### src/rtl/ft2232h_tx_arb_if.sv
// Purpose : bundles the requester streams and the FT2232H transmit pins of
//           ft2232h_tx_arb so they travel as one port.
// Signals : req_valid_i/req_data_i/req_last_i/req_ready_o - requester streams
//           (requester k owns req_data_i[8k+7:8k]);
//           data_o/wr_o/txe_i - FT2232H data bus, WR# and TXE#;
//           grant_o/busy_o/tx_count_o - arbiter status.
// Modports: master = arbiter side, slave = requester/pin side.
interface ft2232h_tx_arb_if #(
    parameter int unsigned NREQ = 4
);
    logic [NREQ-1:0]   req_valid_i;
    logic [8*NREQ-1:0] req_data_i;
    logic [NREQ-1:0]   req_last_i;
    logic [NREQ-1:0]   req_ready_o;
    logic [7:0]        data_o;
    logic              wr_o;
    logic              txe_i;
    logic [NREQ-1:0]   grant_o;
    logic              busy_o;
    logic [31:0]       tx_count_o;

    modport master (
        input  req_valid_i, req_data_i, req_last_i, txe_i,
        output req_ready_o, data_o, wr_o, grant_o, busy_o, tx_count_o
    );

    modport slave (
        output req_valid_i, req_data_i, req_last_i, txe_i,
        input  req_ready_o, data_o, wr_o, grant_o, busy_o, tx_count_o
    );
endinterface

### src/rtl/ft2232h_tx_arb.sv
// Purpose : round-robin arbiter/sequencer sharing the FT2232H synchronous-FIFO
//           transmit port among NREQ byte-stream requesters. One grant covers a
//           packet or at most BURST_MAX bytes.
// Ports   : clkout_i - FT2232H CLKOUT (60 MHz), rising edge
//           rst_n_i  - asynchronous active-low reset
//           bus      - ft2232h_tx_arb_if.master (requester streams, pins, status)
// Config  : define FT_TX_HEADER_EN to prefix every grant with tag byte 0xA0|idx.
module ft2232h_tx_arb #(
    parameter int unsigned NREQ      = 4,
    parameter int unsigned BURST_MAX = 16
) (
    input  logic             clkout_i,
    input  logic             rst_n_i,
    ft2232h_tx_arb_if.master bus
);

    localparam int unsigned IDXW = (NREQ > 1) ? $clog2(NREQ) : 1;
    localparam int unsigned BCW  = 8;
    localparam int unsigned CNTW = 32;

`ifdef FT_TX_HEADER_EN
    typedef enum logic [1:0] {
        S_IDLE = 2'd0,
        S_HDR  = 2'd1,
        S_DATA = 2'd2
    } state_e;
`else
    typedef enum logic [1:0] {
        S_IDLE = 2'd0,
        S_DATA = 2'd2
    } state_e;
`endif

    state_e            state_q, state_d;
    logic              out_v_q, out_v_d;
    logic [7:0]        data_q, data_d;
    logic [NREQ-1:0]   grant_q, grant_d;
    logic [IDXW-1:0]   idx_q, idx_d;
    logic [IDXW-1:0]   last_q, last_d;
    logic [BCW-1:0]    burst_q, burst_d;
    logic [CNTW-1:0]   tx_count_q, tx_count_d;
    logic              busy_q, busy_d;

    logic              accept;
    logic              load_ok;
    logic              load;
    logic [7:0]        load_byte;
    logic              pick_found;
    logic [IDXW-1:0]   pick_idx;
    logic              cur_valid;
    logic              cur_last;
    logic [7:0]        cur_data;
    logic [NREQ-1:0]   ready_c;

    // Output stage handshake: a byte leaves on an edge with WR# and TXE# low.
    assign accept  = out_v_q & ~bus.txe_i;
    assign load_ok = ~out_v_q | accept;

    // First valid requester searching upward from last_grant+1.
    always_comb begin
        pick_found = 1'b0;
        pick_idx   = '0;
        for (int unsigned i = 1; i <= NREQ; i++) begin
            if (!pick_found && bus.req_valid_i[IDXW'((32'(last_q) + i) % NREQ)]) begin
                pick_found = 1'b1;
                pick_idx   = IDXW'((32'(last_q) + i) % NREQ);
            end
        end
    end

    // Stream of the current owner.
    always_comb begin
        cur_valid = 1'b0;
        cur_last  = 1'b0;
        cur_data  = '0;
        for (int unsigned k = 0; k < NREQ; k++) begin
            if (idx_q == IDXW'(k)) begin
                cur_valid = bus.req_valid_i[k];
                cur_last  = bus.req_last_i[k];
                cur_data  = bus.req_data_i[8*k +: 8];
            end
        end
    end

    // Arbitration / sequencing next state.
    always_comb begin
        state_d   = state_q;
        grant_d   = grant_q;
        idx_d     = idx_q;
        last_d    = last_q;
        burst_d   = burst_q;
        load      = 1'b0;
        load_byte = '0;
        ready_c   = '0;
        case (state_q)
            S_IDLE: begin
                if (pick_found) begin
                    grant_d = NREQ'(1) << pick_idx;
                    idx_d   = pick_idx;
                    burst_d = '0;
`ifdef FT_TX_HEADER_EN
                    state_d = S_HDR;
`else
                    state_d = S_DATA;
`endif
                end
            end
`ifdef FT_TX_HEADER_EN
            S_HDR: begin
                if (load_ok) begin
                    load      = 1'b1;
                    load_byte = {4'hA, 4'(idx_q)};
                    state_d   = S_DATA;
                end
            end
`endif
            S_DATA: begin
                ready_c[idx_q] = load_ok;
                if (cur_valid && load_ok) begin
                    load      = 1'b1;
                    load_byte = cur_data;
                    burst_d   = burst_q + BCW'(1);
                    // Truncation leaves the rest of the packet for the next grant.
                    if (cur_last || ((burst_q + BCW'(1)) == BCW'(BURST_MAX))) begin
                        state_d = S_IDLE;
                        last_d  = idx_q;
                        grant_d = '0;
                    end
                end
            end
            default: state_d = S_IDLE;
        endcase
    end

    // Holding register and counters; a load on an accepting edge replaces the byte.
    always_comb begin
        out_v_d = out_v_q;
        data_d  = data_q;
        if (accept) begin
            out_v_d = 1'b0;
        end
        if (load) begin
            out_v_d = 1'b1;
            data_d  = load_byte;
        end
        tx_count_d = tx_count_q + CNTW'(accept);
        busy_d     = (state_d != S_IDLE) | out_v_d;
    end

    always_ff @(posedge clkout_i or negedge rst_n_i) begin
        if (!rst_n_i) begin
            state_q    <= S_IDLE;
            out_v_q    <= 1'b0;
            data_q     <= '0;
            grant_q    <= '0;
            idx_q      <= '0;
            last_q     <= IDXW'(NREQ - 1);
            burst_q    <= '0;
            tx_count_q <= '0;
            busy_q     <= 1'b0;
        end else begin
            state_q    <= state_d;
            out_v_q    <= out_v_d;
            data_q     <= data_d;
            grant_q    <= grant_d;
            idx_q      <= idx_d;
            last_q     <= last_d;
            burst_q    <= burst_d;
            tx_count_q <= tx_count_d;
            busy_q     <= busy_d;
        end
    end

    assign bus.data_o      = data_q;
    assign bus.wr_o        = ~out_v_q;
    assign bus.grant_o     = grant_q;
    assign bus.busy_o      = busy_q;
    assign bus.tx_count_o  = tx_count_q;
    assign bus.req_ready_o = ready_c;

endmodule

### src/flat_wrapper.sv
// flat-port wrapper written by rule: the top's interface ports become plain ports
module ft2232h_tx_arb_flat 
#(
    parameter int unsigned NREQ      = 4,
    parameter int unsigned BURST_MAX = 16
)
  (clkout_i, rst_n_i, bus_req_valid_i, bus_req_data_i, bus_req_last_i, bus_txe_i, bus_req_ready_o, bus_data_o, bus_wr_o, bus_grant_o, bus_busy_o, bus_tx_count_o);
  ft2232h_tx_arb_if #(.NREQ(NREQ)) bus_i ();
  input  logic clkout_i;
  input  logic rst_n_i;
  input wire logic [$bits(bus_i.req_valid_i)-1:0] bus_req_valid_i;
  input wire logic [$bits(bus_i.req_data_i)-1:0] bus_req_data_i;
  input wire logic [$bits(bus_i.req_last_i)-1:0] bus_req_last_i;
  input wire logic [$bits(bus_i.txe_i)-1:0] bus_txe_i;
  output wire logic [$bits(bus_i.req_ready_o)-1:0] bus_req_ready_o;
  output wire logic [$bits(bus_i.data_o)-1:0] bus_data_o;
  output wire logic [$bits(bus_i.wr_o)-1:0] bus_wr_o;
  output wire logic [$bits(bus_i.grant_o)-1:0] bus_grant_o;
  output wire logic [$bits(bus_i.busy_o)-1:0] bus_busy_o;
  output wire logic [$bits(bus_i.tx_count_o)-1:0] bus_tx_count_o;
  assign bus_i.req_valid_i = bus_req_valid_i;
  assign bus_i.req_data_i = bus_req_data_i;
  assign bus_i.req_last_i = bus_req_last_i;
  assign bus_i.txe_i = bus_txe_i;
  assign bus_req_ready_o = bus_i.req_ready_o;
  assign bus_data_o = bus_i.data_o;
  assign bus_wr_o = bus_i.wr_o;
  assign bus_grant_o = bus_i.grant_o;
  assign bus_busy_o = bus_i.busy_o;
  assign bus_tx_count_o = bus_i.tx_count_o;
  ft2232h_tx_arb #(.NREQ(NREQ), .BURST_MAX(BURST_MAX)) u_core (.clkout_i(clkout_i), .rst_n_i(rst_n_i), .bus(bus_i));
endmodule
### config.mk
export PLATFORM = sky130hd
export DESIGN_NAME = ft2232h_tx_arb_flat
export DESIGN_NICKNAME = d
export VERILOG_FILES = /design/src/rtl/ft2232h_tx_arb_if.sv /design/src/rtl/ft2232h_tx_arb.sv /design/src/flat_wrapper.sv
export SDC_FILE = /design/constraint.sdc
export NUM_CORES = 1
export LEC_CHECK = 0
export CORE_MARGIN = 1.5
export CORE_UTILIZATION = 44
export CTS_BUF_LIST = sky130_fd_sc_hd__clkbuf_8
export DETAILED_ROUTE_END_ITERATION = 16
export GPL_ROUTABILITY_DRIVEN = 0
export HOLD_SLACK_MARGIN = 0.05
export MAX_ROUTING_LAYER = met4
export PLACE_DENSITY = 0.81
export SLEW_MARGIN = 25
export SYNTH_ARGS = -nofsm -noshare
export SYNTH_HDL_FRONTEND = slang
export SYNTH_SLANG_ARGS = --single-unit
### constraint.sdc
create_clock -name clkout_i -period 1.8 [get_ports clkout_i]
set_input_delay 0.18 -clock clkout_i [delete_from_list [all_inputs] [get_ports clkout_i]]
set_output_delay 0.18 -clock clkout_i [all_outputs]
set_load 0.01 [all_outputs]
==> summary.md, run 1 <==
| Metric | Value |
|---|---|
| Status | finished with violations |
| Failing checks | setup timing |
| DR vias | 2518 |
| Synth Instances | approximately 250 |
| Most common cell after layout, fill and taps aside | clkdlybuf4s50_1 |
| Final worst slack | -0.05863 ns |
| Initial antenna violation count | 0 |
| Syn nets | approximately 300 |
| GRT Total Usage | a little over a fifth |
| Slowest CP cell | dfrtp_1 |
| Root buffer cell | clkbuf_8 |
| Die height | around 86 um |
| Post-synthesis sequential area ratio | between 40 and 50% |
| Crit path required time | between 2 and 2.5 ns |
| CTS Buf Count | 9 |
| Port bufs | 92 |
| Max Root-Sink Buffers | 2 |
| Minimum clock period after layout | roughly 1.9 ns |
| # diodes | 0 |
| Vias in the first global route | 2611 |
| Reg clk slew, reported paths | approximately 0.080 ns |
| Final hold vios | 0 |
| Worst-path fanout max | 3 |
| Antenna-violating nets left | 0 |
| Placed Instance Area | 4374 um2 |
| Max Clock Skew | about 0.0095 ns |
| Die ar. | 7418 um2 |
| Setup WS pre-CTS | -0.4064 ns |
| 1st-iter DRT viols | slightly above 90 |
| Worst reg-to-reg setup slack | -0.06 ns |
| Core area | approximately 6700 um2 |
| Htree depth | 3 |
| Max incr delay on CP | between 0.3 and 0.4 ns |
| Starting Density | between 40% and 50% |
| Critical path launch point type | register |
| Number of I/O pins | 93 |
| Drt first pass iters | 4 |
| Fill cells | between 400 and 500 |
| Most frequent cells in the layout | 87 x clkdlybuf4s50_1, 57 x dfrtp_1, 42 x buf_4 |
| Via-per-instance ratio | roughly 5.2 |
| Worst Setup End Kind | register |
| Worst hold path type | primary input to async pin |
| Die Wd | roughly 86 um |
| Multi-input gate area | 1570 um2 |
| Worst VDD drop | between 0.0007 and 0.0008 V |
| LEAKAGE | ~0.0021 uW |
| Routed len/inst | between 15 and 20 um |
| Fin crit share | 103.3% |
| TritonCTS Sinks | 60 |
| Area grow syn2layout | 54.94% |
| Setup violations, final | 6 |
| WP data arrival | 2.12 ns |
| First-pass GRT wire length | around 12000 um |
| Crit path buffers/inverters | 2 |
| Syn_area_per_cell | roughly 12 um2 |
| FMAX | ~540 MHz |
| Hpwl dp | roughly 5300 um |
| Residual DRC | 0 |
| Crit path cell chain | inv_2 -> nor2_2 -> ha_2 -> and4_4 -> nand4_4 -> nor3_1 -> buf_4 -> xor2_1 |
| Distinct cells, synth | between 40 and 50 |
| Slew Viols, Final | 0 |
| CTS tree | built |
| Cell Pwr Density | 1066 nW/um2 |
| Post-synthesis instance area | between 3000 and 4000 um2 |
| RSZ-0062 raised after global routing | true |
| Storage cell area | 1505 um2 |
| Seq cells post-synth | 60 |
| Routed wire length | 7302 um |
| Row cnt | 30 |
| Largest net degree at the start of global routing | 42 |
| Total gr overflow | 0 |
| Max-cap violations | 0 |
| Cell family with most CP delay | simple AND/OR/NAND/NOR gates |
| Proportion of layout cells with a drive suffix above 1 | between 20% and 30% |
| Skew-Pair Late Insertion Delay | 0.35 ns |
| Design Area, Final | 4711 um2 |
| Critical path type | register to register |
| Nets | roughly 440 |
| Yosys Warn Count | 0 |
## through the flow
| step | hold WS (ns) | total power [uW] | TNS [ns] | std cells | util [%] |
|---|---|---|---|---|---|
| after floorplan | -0.1156 | 2847 | -0.09167 | 252 | - |
| after global placement | 0.1479 | 3680 | -7.448 | 456 | 65.10 |
| after detailed placement | 0.1547 | 3741 | -9.755 | 456 | 65.10 |
| after CTS | 0.3189 | 5005 | -0.01250 | 476 | 68.98 |
| after global routing | 0.3453 | 5315 | -1.426 | 480 | 70.11 |
| final | 0.3044 | 5022 | -0.1323 | 480 | 70.11 |
## path summary, 6_finish.rpt
check                                               start                         to  cells past startpoint
worst max-delay path                       u_core.out_v_q  u_core.bus.tx_count_o[17]                      8
worst min-delay path                              rst_n_i  u_core.bus.tx_count_o[10]                      2
worst max register to register             u_core.out_v_q  u_core.bus.tx_count_o[17]                      8
worst min register to register  u_core.bus.tx_count_o[31]  u_core.bus.tx_count_o[31]                      1
max in group asynchronous                         rst_n_i           u_core.last_q[0]                      3
min in group clkout_i           u_core.bus.tx_count_o[31]  u_core.bus.tx_count_o[31]                      1
## power breakdown
group	internal, uW	total (uW)	switching (uW)
clock network	645	1220	579
logic	1190	1930	740
registers	1630	1870	237
## metal layers
metal | global-route usage [%] | part of all wire (%) | up-vias
li1 | - | - | 1195
met2 | 35.93 | 52 | 87
met4 | 7.478 | 1.7 | 0
met1 | 24.56 | 40 | 1221
met3 | 6.160 | 6.3 | 15
met5 | - | 0 | -
## cells in the mapped netlist (all sizes together)
| master | number | area share [%] |
|---|---|---|
| and2 | 2 | 0.41 |
| dfrtp | 58 | 48 |
| inv | 3 | 0.37 |
| a21oi | 4 | 1.0 |
| o221ai | 1 | 0.29 |
| a22o | 1 | 0.29 |
| nand3 | 19 | 3.5 |
| xnor2 | 21 | 6.0 |
| mux2 | 16 | 6.4 |
| nand4 | 6 | 1.4 |
| xor2 | 12 | 3.5 |
| nand2 | 25 | 3.1 |
| nor4 | 4 | 1.5 |
| nor3 | 4 | 0.66 |
| nor3b | 5 | 1.4 |
| conb | 1 | 0.12 |
| nor2b | 2 | 0.41 |
| and2b | 1 | 0.25 |
| a21o | 1 | 0.25 |
| nor2 | 10 | 1.3 |
| buf | 4 | 1.2 |
| dfstp | 2 | 1.7 |
| and3b | 1 | 0.29 |
| or3 | 1 | 0.21 |
| nand4b | 1 | 0.29 |
| mux4 | 10 | 7.9 |
| and4 | 6 | 1.7 |
| a211oi | 1 | 0.25 |
| o21ai | 13 | 2.5 |
| clkbuf | 4 | 0.49 |
| mux2i | 1 | 0.33 |
| ha | 3 | 1.2 |
| nand2b | 4 | 0.82 |
| and3 | 5 | 1.0 |
## kinds of logic after synthesis
logic type / count (synthesis) / synth area share [%]
simple gates: 96 / 18.40
flops: 60 / 49.46
xor+xnor: 33 / 9.506
mux: 27 / 14.65
compound gates: 21 / 4.610
buf+inv: 11 / 2.016
fa+ha+maj: 3 / 1.235
other cells: 1 / 0.1233
## final cells by class
type	instances	area share, %
sequential	60	31.95
tap	80	2.125
multi-input combinational	181	33.33
inverter	3	0.2390
clock buffer	9	2.629
timing repair buffer	140	28.10
clock inverter	7	1.620
## state kept, by name (all words and copies together) (netlist names)
signal	cells
u_core.state_q	2
u_core.bus.data_o	8
u_core.bus.busy_o	1
u_core.burst_q	8
u_core.idx_q	2
u_core.bus.tx_count_o	32
u_core.bus.grant_o	4
u_core.out_v_q	1
u_core.last_q	2
## worst reg2reg max path, cell delays in order, from the launching register on
cell and delay, ns:
dfrtp_1 0.36, inv_2 0.05, nor2_2 0.09, ha_2 0.22, and4_4 0.25, nand4_4 0.13, nor3_1 0.31, buf_4 0.18
xor2_1 0.19
## repair_timing
action                                  in CTS  in global routing
hold buffers                                 1                  0
hold endpoints to repair                    19                  0
setup buffers                                3                  4
gates resized for setup                     12                  7
cloned                                       0                  1
pin swaps                                    4                 10
endpoints found under the setup margin      26                 24
No activity file was read; power rests on OpenSTA's default activity.
==> run 2: changes to the inputs <==
--- a/config.mk
+++ b/config.mk
@@ -5,6 +5,7 @@
 export SDC_FILE = /design/constraint.sdc
 export NUM_CORES = 1
 export LEC_CHECK = 0
+export CAP_MARGIN = 10
 export CORE_MARGIN = 1.5
 export CORE_UTILIZATION = 44
 export CTS_BUF_LIST = sky130_fd_sc_hd__clkbuf_8
==> results of run 2 <==
Same layout as run 1: the final DEF is identical, and so are final timing and power.
